$ cat src/rtl/cam_pixel_packer.sv
// Samples OV-style camera signals in the system clock domain, packs RGB565 pairs to RGB332 and writes a linear frame buffer.
// Optional CAM_DOWNSCALE_EN: 2:1 decimation in both axes before storage.
module cam_pixel_packer #(
    parameter int H_PIX   = 160,
    parameter int V_LINES = 120,
    parameter int ADDR_W  = 15
) (
    input  logic              clk,
    input  logic              rst,
    input  logic              capture_en,
    input  logic              cam_vsync,
    input  logic              cam_href,
    input  logic              cam_pclk,
    input  logic [7:0]        cam_data,
    output logic              wr_en,
    output logic [ADDR_W-1:0] wr_addr,
    output logic [7:0]        wr_data,
    output logic              busy,
    output logic              frame_done,
    output logic              geom_err
);

    localparam int XW = $clog2(H_PIX + 1);
    localparam int YW = $clog2(V_LINES + 1);
    localparam logic [XW-1:0] X_LIM = XW'(H_PIX);
    localparam logic [YW-1:0] Y_LIM = YW'(V_LINES);

    typedef enum logic [1:0] {
        IDLE,
        WAIT_VS,
        CAPTURE,
        DONE
    } state_t;

    state_t state, state_next;

    logic [1:0] vsync_ff, href_ff, pclk_ff;
    logic [7:0] data_meta, data_sync;
    logic       vsync_prev, href_prev, pclk_prev;
    logic       vsync_sync, href_sync, pclk_sync;
    logic       pclk_rise, vsync_fall, vsync_rise, href_fall;
    logic       start_frame;

    logic [XW-1:0]     x;
    logic [YW-1:0]     y;
    logic [ADDR_W-1:0] addr;
    logic              phase;
    logic [5:0]        hi_bits;
    logic              pix_keep, line_keep, in_range;

    assign vsync_sync = vsync_ff[1];
    assign href_sync  = href_ff[1];
    assign pclk_sync  = pclk_ff[1];

    // Data shares the pclk pipeline depth so data_sync is the byte of the detected edge.
    always_ff @(posedge clk or negedge rst) begin
        if (!rst) begin
            vsync_ff   <= '0;
            href_ff    <= '0;
            pclk_ff    <= '0;
            data_meta  <= '0;
            data_sync  <= '0;
            vsync_prev <= 1'b0;
            href_prev  <= 1'b0;
            pclk_prev  <= 1'b0;
        end else begin
            vsync_ff   <= {vsync_ff[0], cam_vsync};
            href_ff    <= {href_ff[0], cam_href};
            pclk_ff    <= {pclk_ff[0], cam_pclk};
            data_meta  <= cam_data;
            data_sync  <= data_meta;
            vsync_prev <= vsync_sync;
            href_prev  <= href_sync;
            pclk_prev  <= pclk_sync;
        end
    end

    assign pclk_rise  = pclk_sync & ~pclk_prev;
    assign vsync_fall = ~vsync_sync & vsync_prev;
    assign vsync_rise = vsync_sync & ~vsync_prev;
    assign href_fall  = ~href_sync & href_prev;

    always_ff @(posedge clk or negedge rst) begin
        if (!rst) state <= IDLE;
        else      state <= state_next;
    end

    always_comb begin
        state_next  = state;
        start_frame = 1'b0;
        case (state)
            IDLE: begin
                if (capture_en) state_next = WAIT_VS;
            end
            WAIT_VS: begin
                if (!capture_en) begin
                    state_next = IDLE;
                end else if (vsync_fall) begin
                    state_next  = CAPTURE;
                    start_frame = 1'b1;
                end
            end
            CAPTURE: begin
                if (vsync_rise) state_next = DONE;
            end
            DONE: begin
                state_next = capture_en ? WAIT_VS : IDLE;
            end
            default: state_next = IDLE;
        endcase
    end

    assign busy       = (state == WAIT_VS) || (state == CAPTURE);
    assign frame_done = (state == DONE);

`ifdef CAM_DOWNSCALE_EN
    logic x_odd, y_odd;

    always_ff @(posedge clk or negedge rst) begin
        if (!rst) begin
            x_odd <= 1'b0;
            y_odd <= 1'b0;
        end else if (start_frame) begin
            x_odd <= 1'b0;
            y_odd <= 1'b0;
        end else if (state == CAPTURE) begin
            if (href_fall) begin
                x_odd <= 1'b0;
                y_odd <= ~y_odd;
            end else if (pclk_rise && href_sync && phase) begin
                x_odd <= ~x_odd;
            end
        end
    end

    always_comb begin
        line_keep = ~y_odd;
        pix_keep  = ~x_odd & ~y_odd;
    end
`else
    always_comb begin
        line_keep = 1'b1;
        pix_keep  = 1'b1;
    end
`endif

    assign in_range = (x < X_LIM) && (y < Y_LIM);

    always_ff @(posedge clk or negedge rst) begin
        if (!rst) begin
            wr_en    <= 1'b0;
            wr_addr  <= '0;
            wr_data  <= '0;
            geom_err <= 1'b0;
            x        <= '0;
            y        <= '0;
            addr     <= '0;
            phase    <= 1'b0;
            hi_bits  <= '0;
        end else begin
            wr_en <= 1'b0;
            if (start_frame) begin
                x     <= '0;
                y     <= '0;
                addr  <= '0;
                phase <= 1'b0;
            end else if (state == CAPTURE) begin
                // Line end wins over a coincident pclk edge; a half pixel is dropped here.
                if (href_fall) begin
                    if (line_keep && (y < Y_LIM)) y <= y + YW'(1);
                    x     <= '0;
                    phase <= 1'b0;
                end else if (pclk_rise && href_sync) begin
                    if (!phase) begin
                        hi_bits <= {data_sync[7:5], data_sync[2:0]};
                        phase   <= 1'b1;
                    end else begin
                        phase <= 1'b0;
                        if (pix_keep) begin
                            if (x < X_LIM) x <= x + XW'(1);
                            if (in_range) begin
                                wr_en   <= 1'b1;
                                wr_addr <= addr;
                                wr_data <= {hi_bits, data_sync[4:3]};
                                addr    <= addr + ADDR_W'(1);
                            end else begin
                                geom_err <= 1'b1;
                            end
                        end
                    end
                end
            end
        end
    end

endmodule
$ cat config.mk
export PLATFORM = sky130hd
export DESIGN_NAME = cam_pixel_packer
export DESIGN_NICKNAME = d
export VERILOG_FILES = /design/src/rtl/cam_pixel_packer.sv
export SDC_FILE = /design/constraint.sdc
export NUM_CORES = 1
export LEC_CHECK = 0
export ABC_AREA = 1
export CORE_UTILIZATION = 25
export CTS_CLUSTER_SIZE = 16
export DETAILED_ROUTE_END_ITERATION = 6
export PLACE_DENSITY = 0.51
export SYNTH_ARGS = -nofsm -noshare
export SYNTH_HDL_FRONTEND = slang
export SYNTH_SLANG_ARGS = --single-unit
$ cat constraint.sdc
create_clock -name clk -period 2 [get_ports clk]
set_input_delay 0.2 -clock clk [delete_from_list [all_inputs] [get_ports clk]]
set_output_delay 0.2 -clock clk [all_outputs]
set_load 0.1 [all_outputs]
# Yosys cells after proc, flatten, opt, wreduce, memory -nomap -nowiden
# Cells that the tools add are included.
op_classes:
  add_sub_neg: 3
  order_cmp: 2
  eq_ne: 7
  n_mux: 36
  bitwise: 12
  n_reduce_logical: 21
ops:
  columns: ["operator", "n"]
  rows:
  - ["2-to-1 mux 15 bit", 6]
  - ["2-to-1 mux 8 bit", 6]
  - ["2-to-1 mux 7 bit", 4]
  - ["adder 15 x 1 -> 15 bit (second input constant)", 1]
  - ["2-to-1 mux 1 bit", 15]
  - ["AND reduction 6 bit", 2]
  - ["nonzero test 2 bit", 6]
  - ["AND reduction 5 bit", 2]
  - ["nonzero test 3 bit", 3]
  - ["adder 8 x 1 -> 8 bit (second input constant)", 1]
  - ["< comparator 8 bit (second input constant)", 1]
  - ["2-to-1 mux 2 bit", 4]
  - ["NOT 1 bit", 8]
  - ["case mux 2 bit (4 select lines)", 1]
  - ["adder 7 x 1 -> 7 bit (second input constant)", 1]
  - ["< comparator 7 bit (second input constant)", 1]
  - ["AND reduction 3 bit", 2]
  - ["bitwise AND 1 bit", 4]
  - ["== test 2 bit (second input constant)", 2]
  - ["!= test 2 bit (second input constant)", 2]
  - ["AND reduction 4 bit", 1]
  - ["!= test 3 bit (second input constant)", 1]
  - ["== test 2 x 1 -> 1 bit (second input constant)", 1]
  - ["logical AND 1 bit", 2]
  - ["other kinds (4)", 4]
word_totals:
  register_bits: 89
  inputBits: 14
  output_inout_bits: 27
  word_cells: 99

# Longest topological paths before layout
# Gate-level depths: netlist (run 1).
logic_depth:
  ltp_word: 8
  mapped_depth: 11
  ltp_nobuf: 10

# Worst setup path after synthesis (run 1)
# OpenSTA, ideal clock, no wires.
synth_path:
  path_type: "reg-to-reg"
  startpoint: "reg state[0]"
  endpoint: "reg wr_addr[10]"
  setup_time_ns: 0.125
  arrival_time_ns: 1.579
  required_time_ns: 1.875
  path_slack_ns: 0.296
  path_stages_with_launch: 11
  n_path_buf: 1
  period_less_slack_ns: 1.704
  cell_sequence: "dfrtp_1 -> inv_1 -> ha_1 -> nand2_1 -> nor2_4 -> nand2_2 -> nor2_4 -> nand2_2 -> buf_2 -> nand2_1 -> o21ai_1"
synth_between:
  elab_chain_len: 4
  word_cells_on_any_way: 5
synth_rtl:
  columns: ["element", "line_no", "source"]
  rows:
  - ["from (decl)", "35", "state_t state, state_next;"]
  - ["from (signal assigned)", "85", "else state <= state_next;"]
  - ["== test 2 x 1 -> 1 bit", "91", "case (state)"]
  - ["2-to-1 mux 1 bit", "91", null]
  - ["NOT 1 bit (no source line)", null, null]
  - ["AND reduction 6 bit (no source line) *", null, null]
  - ["to (signal assigned)", "183", "wr_addr <= addr;"]
  - ["to (decl)", "16", "output logic [ADDR_W-1:0] wr_addr,"]
# Every way passes the cells marked *; elsewhere a longest branch is shown, timed or not.
# A chain may end at the register's enable or synchronous reset.

==> results of run 1 <==
kinds of logic (layout without fill, tap and decap cells):
kind of cell	after synthesis	count (layout)	synth area share, %
AO/OA/AOI/OAI	57	57	8.07
XOR/XNOR	1	1	0.227
adder cells (fa/ha/maj)	8	8	2.59
buffers and inverters	53	105	6.22
flip-flops	89	89	57.7
AND/OR/NAND/NOR	226	226	25.2
area by class of cell:
class / instances / area [sq um] / area share (%)
inverters: 41 / 159 / 3.33
clock buffers: 12 / 267 / 5.58
flip-flops and latches: 89 / 2230 / 46.7
well taps: 188 / 235 / 4.93
clock inverters: 4 / 32.5 / 0.682
multi-input cells: 292 / 1410 / 29.4
repair buffers: 48 / 448 / 9.38
routing by layer:
metal / global-route usage, % / up-vias
met5: 0 / -
met4: 3.76 / 0
met3: 3.54 / 8
met2: 16.6 / 44
met1: 12.9 / 1358
li1: - / 1484
sequential cells by signal, summed over array words and instances (netlist names), named ones only:
register / count
addr: 15
wr_addr: 15
data_meta: 8
data_sync: 8
wr_data: 8
x: 8
y: 7
hi_bits: 6
href_ff: 2
pclk_ff: 2
vsync_ff: 2
geom_err: 1
href_prev: 1
pclk_prev: 1
phase: 1
state: 1
vsync_prev: 1
wr_en: 1
report_power, final:
group          switching, W  internal, W  leakage, nW
sequential         0.000138      0.00199         1.14
combinational      0.000811     0.000343        0.998
clock              0.000696     0.000953        0.142
total               0.00164      0.00329         2.28
through the flow:
step / worst slack, ns / utilization, %
floorplan: 0.296 / -
global placement: 0.181 / 29.2
detailed placement: 0.139 / 29.2
CTS: 0.103 / 31.3
global route: 0.0127 / 31.5
finish: 0.169 / 31.5
worst max path at each step:
stage               start     endpoint  cells after the start
4_1_cts              flop   hi_bits[0]                      8
3_5_place_dp   capture_en  wr_addr[12]                      9
6_report             flop  wr_addr[12]                     10
3_3_place_gp         flop   hi_bits[0]                      8
5_1_grt              flop  wr_addr[12]                     10
2_1_floorplan    state[0]  wr_addr[10]                     10
cells in the mapped netlist:
cell type / number
o21ai_0: 14
inv_1: 38
o22ai_1: 1
o21bai_1: 3
nand2_1: 133
nor3_1: 1
dfrtp_1: 89
nand4_1: 13
buf_6: 3
nand3_1: 34
nand2_2: 3
nor2_4: 4
nor2_2: 1
xor2_1: 1
a21oi_1: 13
o21ai_1: 21
buf_2: 8
inv_2: 2
buf_4: 1
or2_2: 4
o21ai_2: 4
nor2_1: 33
ha_1: 8
a21o_1: 1
clkinv_4: 1
repair_timing:
item / 4_1_cts / 5_1_grt
hold buffers: 1 / 0
hold endpoints to repair: 33 / 0
endpoints found under the setup margin: 0 / 25
resized for setup: 0 / 4
==> flow_metrics.tcl, run 1 <==
set metrics [dict create \
    antenna_cells_inserted 0 \
    routedWlPerCell_um 11.2 \
    filler_cell_count 1565 \
    fin_setup_tns_ns 0 \
    critical_path_arrival_ns 2.06 \
    synth_warnings 0 \
    cp.required_ns 2.23 \
    htreeDepth 3 \
    cpMostUsedCell "nand2_1" \
    final_cell_mix "nand2_1, dfrtp_1, inv_1, nand3_1, nor2_1" \
    timing.critical_path.slowest_cell_delay_ns 0.42 \
    skew_ns 0.0111 \
    design.die.area_sq_mm 0.0160 \
    drt_iter0_drc 126 \
    dp_hpwl_um 5200 \
    clock_insertion_delay_worst_skew_ns 0.34 \
    timing.final.max_slew_violations 0 \
    route.met3.wl_um 218 \
    routed-via-count 2894 \
    fp.dieW_um 126 \
    class_of_the_most_critical_setup_path "reg2reg" \
    clockRootBuffer "clkbuf_16" \
    worst_path_dominant_cell_family "simple AND/OR/NAND/NOR gates" \
    place_congestion 0.764 \
    grt_max_degree 41 \
    final_hold_viol_count 0 \
    grt_antenna_before_repair 0 \
    postPlaceCellArea_sq_mm 0.00443 \
    topRoutingLayerUsed "met4" \
    power.static_leakage_nw 2.28 \
    fmax_mhz 546 \
    vias_in_the_first_global_route 2833 \
    mappedNetlistArea_sq_mm 0.00386 \
    holdCritStartpoint "cam_href" \
    worstHoldEndpoint "href_ff[0]" \
    route.detailed.drc 0 \
    final_cells 674 \
    fin_worst_hold_slack_ns 0.291 \
    flow.area_growth_from_synthesis_pct 23.6 \
    grt_pass1_wl_um 13100 \
    avgViaCountPerCell 4.29 \
    finish.instance_area_sq_mm 0.00477 \
    die_y_um 126 \
    crit_path_cell_trace "inv_1 > ha_1 > nand2_1 > nor2_4 > inv_2 > nand2_2 > buf_12 > clkinv_4 > nand2_1 > nand2_1" \
    layout-drive-gt1-share_pct 15.2 \
    start_kind "flop" \
    post-cts-setup-buffers 0 \
    tritoncts.num_buffers 9 \
    path_max_fanout 20 \
    worst_setup_hold_path_clk_slew_ns 0.07 \
    grt_setup_unrepaired "no" \
    synth_largest_area_cell "dfrtp_1" \
    first_pass_iters 4 \
    post-synth-top-area-fraction_pct 57.7 \
    cts_tree "done" \
    post-route-min-period_ns 1.83 \
    synth_seq_area_share_pct 57.7 \
    total_power_w 0.00493 \
    placement.io_buffers 40 \
    post_synth_num_cell_types 25 \
    peakVddDrop_mv 1.10 \
    start_util_pct 25.5 \
    hp-class "in2reg" \
    ys_seq_elements 89 \
    syn_inst 434 \
    crit_path_capture_type "flop" \
    power_per_cell_area_mw_per_mm2 1030 \
    boundaryPins 41 \
    layout.nets 503 \
    grtUsageTotal_pct 10.3 \
    post-place-cells 656 \
    met1_length_um 3620 \
    avgSynthCellArea_sq_um 8.90 \
    mostFrequentLayoutCell "nand2_1" \
    rr_endpoint "wr_addr[12]" \
    clock_path_buffers 2 \
    synthTopCellsByArea "dfrtp_1, nand2_1, nand3_1" \
    max_cap_violations 0 \
    slew_headroom_pct 67.5 \
    core_sq_mm 0.0151 \
    critPathSlowestCell "dfrtp_1" \
    setup_viol_count_final 0 \
    critical_path.n_buffers_inverters 4 \
    grt_overflow 0 \
    routed_wl_um 7550 \
    worstMarginPinSlew_ns 0.488 \
    run_status "complete, no violations" \
    met2RoutedLength_um 3630 \
    synth_nets 456 \
    timing.hold.worst_path_depth 1 \
    r2r_setup_slack_ns 0.17 \
    worst-r2r-cell-count 10 \
    rows 45 \
    ant_nets 0 \
    cts.sink_count 89 \
    min_period_over_period_pct 91.6 \
]
(Power assumes the default switching activity.)
==> run 2: changes to the inputs <==
--- a/config.mk
+++ b/config.mk
@@ -9,6 +9,7 @@
 export CORE_UTILIZATION = 25
 export CTS_CLUSTER_SIZE = 16
 export DETAILED_ROUTE_END_ITERATION = 6
+export GPL_TIMING_DRIVEN = 0
 export PLACE_DENSITY = 0.51
 export SYNTH_ARGS = -nofsm -noshare
 export SYNTH_HDL_FRONTEND = slang
==> run 2 against run 1 <==
  * Sequential share of layout area decreased by 0.48 points
  * Global-route usage up 0.22 points
  * Clock power hardly changed
  * Count of clock-buffer cells in the layout fell by 3
  * Via count up 0.31%
  * First-iteration DRC count is 19% higher
  * Flip-flop and latch count stayed put
  * Sequential power about the same
  * Maximum frequency down 2.1%
  * Register-to-register slack hardly changed
  * Largest cell class unchanged
  * Highest routed layer unchanged
==> flow_metrics.tcl, run 2 (synthesized netlist as in run 1, its figures left out) <==
set metrics [dict create \
    mostFrequentLayoutCell "nand2_1" \
    clock_insertion_delay_worst_skew_ns 0.34 \
    topRoutingLayerUsed "met4" \
    grtUsageTotal_pct 10.5 \
    setup_viol_count_final 0 \
    htreeDepth 3 \
    drt_iter0_drc 150 \
    finish.instance_area_sq_mm 0.00482 \
    die_y_um 126 \
    routed_wl_um 7710 \
    peakVddDrop_mv 1.02 \
    design.die.area_sq_mm 0.0160 \
    worst_path_dominant_cell_family "buffers and inverters" \
    grt_antenna_before_repair 0 \
    place_congestion 0.835 \
    post-route-min-period_ns 1.87 \
    worst_setup_hold_path_clk_slew_ns 0.07 \
    layout.nets 511 \
    cts_tree "done" \
    routed-via-count 2903 \
    min_period_over_period_pct 93.5 \
    critPathSlowestCell "clkdlybuf4s18_2" \
    run_status "complete, no violations" \
    skew_ns 0.00730 \
    critical_path_arrival_ns 1.67 \
    antenna_cells_inserted 0 \
    power.static_leakage_nw 2.37 \
    avgViaCountPerCell 4.26 \
    postPlaceCellArea_sq_mm 0.00452 \
    final_hold_viol_count 0 \
    hp-class "in2reg" \
    crit_path_cell_trace "inv_1 > ha_1 > clkdlybuf4s18_2" \
    slew_headroom_pct 35.6 \
    filler_cell_count 1588 \
    grt_max_degree 67 \
    regArea_sq_mm 0.00223 \
    grt_setup_unrepaired "no" \
    reg_top3 "addr (15), wr_addr (15)" \
    r2r_setup_slack_ns 0.18 \
    timing.final.max_slew_violations 0 \
    layout-drive-gt1-share_pct 11.1 \
    final_cell_mix "nand2_1, dfrtp_1, inv_1, nand3_1, nor2_1" \
    start_util_pct 25.5 \
    route.met3.wl_um 237 \
    post_placement_setup_slack_ns -0.102 \
    clockRootBuffer "clkbuf_16" \
    final.setup.worst_slack_ns 0.129 \
    flow.area_growth_from_synthesis_pct 24.9 \
    fp.dieW_um 126 \
    post-place-cells 663 \
    cts.sink_count 89 \
    vias_in_the_first_global_route 2828 \
    class_of_the_most_critical_setup_path "reg2out" \
    core_sq_mm 0.0151 \
    dp_hpwl_um 5540 \
    multi_input_area_sq_mm 0.00140 \
    critical_path.n_buffers_inverters 2 \
    max_cap_violations 0 \
    cp.required_ns 1.80 \
    ant_nets 0 \
    met1_length_um 3700 \
    route.detailed.drc 0 \
    final_cells 682 \
    met2RoutedLength_um 3690 \
    routedWlPerCell_um 11.3 \
    clock_path_buffers 2 \
    boundaryPins 41 \
    fmax_mhz 535 \
    timing.critical_path.slowest_cell_delay_ns 0.53 \
    worstMarginPinSlew_ns 0.964 \
    grt_pass1_wl_um 13300 \
    rows 45 \
    total_power_w 0.00486 \
    power_per_cell_area_mw_per_mm2 1010 \
    path_max_fanout 4 \
    crit_path_capture_type "primary output" \
    placement.io_buffers 40 \
    start_kind "flop" \
    first_pass_iters 4 \
    tritoncts.num_buffers 9 \
    grt_overflow 0 \
]
==> run 2: per-layer routing <==
metal / GRT usage [%] / vias to the layer above
met5: 0 / -
met4: 3.76 / 0
met3: 3.21 / 7
met2: 17.4 / 42
met1: 13.1 / 1346
li1: - / 1508
==> run 2: worst register-to-register path, cell delays in order, from the launching register on <==
cell	delay, ns
dfrtp_1	0.42
inv_1	0.13
ha_1	0.16
nand2_1	0.10
nor2_4	0.19
nor2_2	0.09
nand2_1	0.09
nand2_1	0.13
clkbuf_4	0.22
nand2_1	0.07
o21ai_0	0.09
==> run 2: report_power, final <==
part           switching, W  internal (W)  leakage, nW
clock network      0.000770      0.000877        0.142
registers          0.000133       0.00199         1.14
logic              0.000793      0.000295         1.09
total               0.00170       0.00316         2.37
==> run 2: timing repair <==
item	CTS	global route
hold endpoints to repair	23	0
resized for setup	30	8
hold buffers	1	0
pin swaps	0	2
setup endpoints to repair	32	43
buffers inserted	0	2
==> run 2: per-stage QoR <==
stage                     utilization (%)  hold slack (ns)  setup TNS (ns)
after floorplan                         -          -0.0956               0
after global placement               29.7            0.332         -228.97
after detailed placement             29.9            0.129          -0.102
after CTS                            31.7            0.279               0
after global routing                 31.8            0.275               0
final                                31.8            0.290               0
==> run 2: cell type report <==
class,instances,area share [%]
Sequential cell,89,46.2
Tap cell,188,4.88
Clock buffer,9,4.67
Timing Repair Buffer,44,8.66
Inverter,41,3.29
Multi-Input combinational cell,292,29.0
Clock inverter,7,1.45
Buffer,12,1.89
==> run 2: worst paths after layout <==
check	startpoint	endpoint	cells after the start
min	cam_vsync	vsync_ff[0]	1
min reg2reg	data_meta[3]	data_sync[3]	0
max	flop	busy	3
max in group asynchronous	rst	hi_bits[4]	3
min in group asynchronous	rst	wr_addr[4]	2
max reg2reg	flop	x[4]	10
==> run 3: changes to the inputs <==
--- a/config.mk
+++ b/config.mk
@@ -6,6 +6,8 @@
 export NUM_CORES = 1
 export LEC_CHECK = 0
 export ABC_AREA = 1
+export CAP_MARGIN = 10
+export CORE_MARGIN = 4
 export CORE_UTILIZATION = 25
 export CTS_CLUSTER_SIZE = 16
 export DETAILED_ROUTE_END_ITERATION = 6
==> constraint.sdc (replaced) <==
create_clock -name clk -period 2 [get_ports clk]
set_input_delay 0.3 -clock clk [delete_from_list [all_inputs] [get_ports clk]]
set_output_delay 0.3 -clock clk [all_outputs]
set_load 0.1 [all_outputs]
==> run 3 against run 2 <==
  * Register-to-register slack got worse by 0.03 ns
  * Hold slack improved by 0.055 ns
  * Critical path type unchanged
  * Non-clock buffer count increased by 1
  * Global-route usage down 0.85 points
==> flow_metrics.tcl, run 3 (synthesized netlist as in run 1, its figures left out) <==
set metrics [dict create \
    worst_setup_hold_path_clk_slew_ns 0.07 \
    skew_ns 0.00625 \
    worst_path_dominant_cell_family "buffers and inverters" \
    post_placement_setup_slack_ns -0.193 \
    grt_setup_unrepaired "no" \
    max_cap_violations 0 \
    grt_overflow 0 \
    holdCritStartpoint "data_meta[7]" \
    critical_path_arrival_ns 1.58 \
    drt_iter0_drc 179 \
    design.die.area_sq_mm 0.0175 \
    rows 45 \
    clock_insertion_delay_worst_skew_ns 0.34 \
    flow.area_growth_from_synthesis_pct 26.9 \
    postPlaceCellArea_sq_mm 0.00452 \
    min_period_over_period_pct 93.8 \
    hp-class "reg2reg" \
    placement.io_buffers 40 \
    critPathSlowestCell "dlygate4sd2_1" \
    worstHoldEndpoint "data_sync[7]" \
    avgViaCountPerCell 4.36 \
    class_of_the_most_critical_setup_path "reg2out" \
    power.static_leakage_nw 2.40 \
    route.met3.wl_um 403 \
    r2r_setup_slack_ns 0.15 \
    power_per_cell_area_mw_per_mm2 1080 \
    worst-r2r-cell-count 9 \
    fin_worst_hold_slack_ns 0.345 \
    cp.required_ns 1.70 \
    cts.sink_count 89 \
    final_cells 683 \
    layout.nets 512 \
    final_cell_mix "nand2_1, dfrtp_1, inv_1, nand3_1, nor2_1" \
    timing.final.max_slew_violations 0 \
    met2RoutedLength_um 3580 \
    vias_in_the_first_global_route 2876 \
    grt_pass1_wl_um 14000 \
    run_status "complete, no violations" \
    crit_path_capture_type "primary output" \
    critical_path.n_buffers_inverters 1 \
    core_sq_mm 0.0151 \
    post-route-min-period_ns 1.88 \
    slew_headroom_pct 35.3 \
    antenna_cells_inserted 0 \
    final.setup.worst_slack_ns 0.124 \
    worstMarginPinSlew_ns 0.975 \
    fp.dieW_um 132 \
    met1_length_um 3770 \
    ant_nets 0 \
    peakVddDrop_mv 0.929 \
    grt_max_degree 67 \
    first_pass_iters 5 \
    place_congestion 0.838 \
    mostFrequentLayoutCell "nand2_1" \
    timing.critical_path.slowest_cell_delay_ns 0.87 \
    dp_hpwl_um 5640 \
    clock_path_buffers 2 \
    boundaryPins 41 \
    finish.instance_area_sq_mm 0.00490 \
    routed-via-count 2978 \
    routedWlPerCell_um 11.5 \
    grtUsageTotal_pct 9.70 \
    start_kind "flop" \
    clockRootBuffer "clkbuf_16" \
    routed_wl_um 7890 \
    final_hold_viol_count 0 \
    cts_tree "done" \
    timing.critical_path.from "wr_addr[9]" \
    grt_antenna_before_repair 0 \
    tritoncts.num_buffers 9 \
    setup_viol_count_final 0 \
    path_max_fanout 2 \
    route.detailed.drc 0 \
    die_y_um 132 \
    rr_endpoint "geom_err" \
    timing.hold.worst_path_depth 0 \
    start_util_pct 25.5 \
    fmax_mhz 533 \
    reg_top3 "addr (15), wr_addr (15)" \
    layout-drive-gt1-share_pct 11.3 \
    htreeDepth 3 \
    crit_path_cell_trace "dlygate4sd2_1" \
    post-place-cells 663 \
    topRoutingLayerUsed "met4" \
]
==> run 3: area by class of cell <==
| class | instances | area, sq um |
|---|---|---|
| clock buffers | 9 | 225 |
| fillers | 1580 | 10200 |
| multi-input cells | 292 | 1400 |
| inverters | 41 | 159 |
| clock inverters | 7 | 146 |
| well taps | 188 | 235 |
| repair buffers | 45 | 423 |
| plain buffers | 12 | 88.8 |
| flip-flops and latches | 89 | 2230 |
==> run 3: timing repair <==
item | CTS | global route
cloned | 0 | 0
buffers inserted | 0 | 3
hold buffers | 1 | 0
gates resized for setup | 33 | 5
pin swaps | 1 | 1
setup endpoints to repair | 33 | 35
hold endpoints to repair | 23 | 0
==> run 3: worst max path at each step <==
| stage | to | cells after the start |
|---|---|---|
| after detailed placement | busy | 3 |
| final | wr_addr[9] | 1 |
| after CTS | busy | 3 |
| after floorplan | wr_addr[10] | 10 |
| after global placement | data_meta[2] | 1 |
| after global routing | geom_err | 9 |
==> run 3: power breakdown <==
group / total, W / internal, W / switching, W
registers: 0.00212 / 0.00199 / 0.000132
clock network: 0.00207 / 0.00136 / 0.000712
logic: 0.00108 / 0.000283 / 0.000796
total: 0.00527 / 0.00363 / 0.00164
==> run 3: per-layer routing <==
| metal | GRT usage [%] | vias up |
|---|---|---|
| met3 | 2.75 | 15 |
| met5 | 0 | - |
| met2 | 15.4 | 57 |
| met4 | 3.29 | 0 |
| met1 | 12.8 | 1395 |
| li1 | - | 1511 |
==> run 3: through the flow <==
stage	TNS, ns	util (%)	total power [W]
after floorplan	0	-	0.00299
after global placement	-239.76	29.7	0.00326
after detailed placement	-0.281	29.9	0.00329
after CTS	0	32.2	0.00535
after global routing	0	32.4	0.00556
final	0	32.4	0.00527
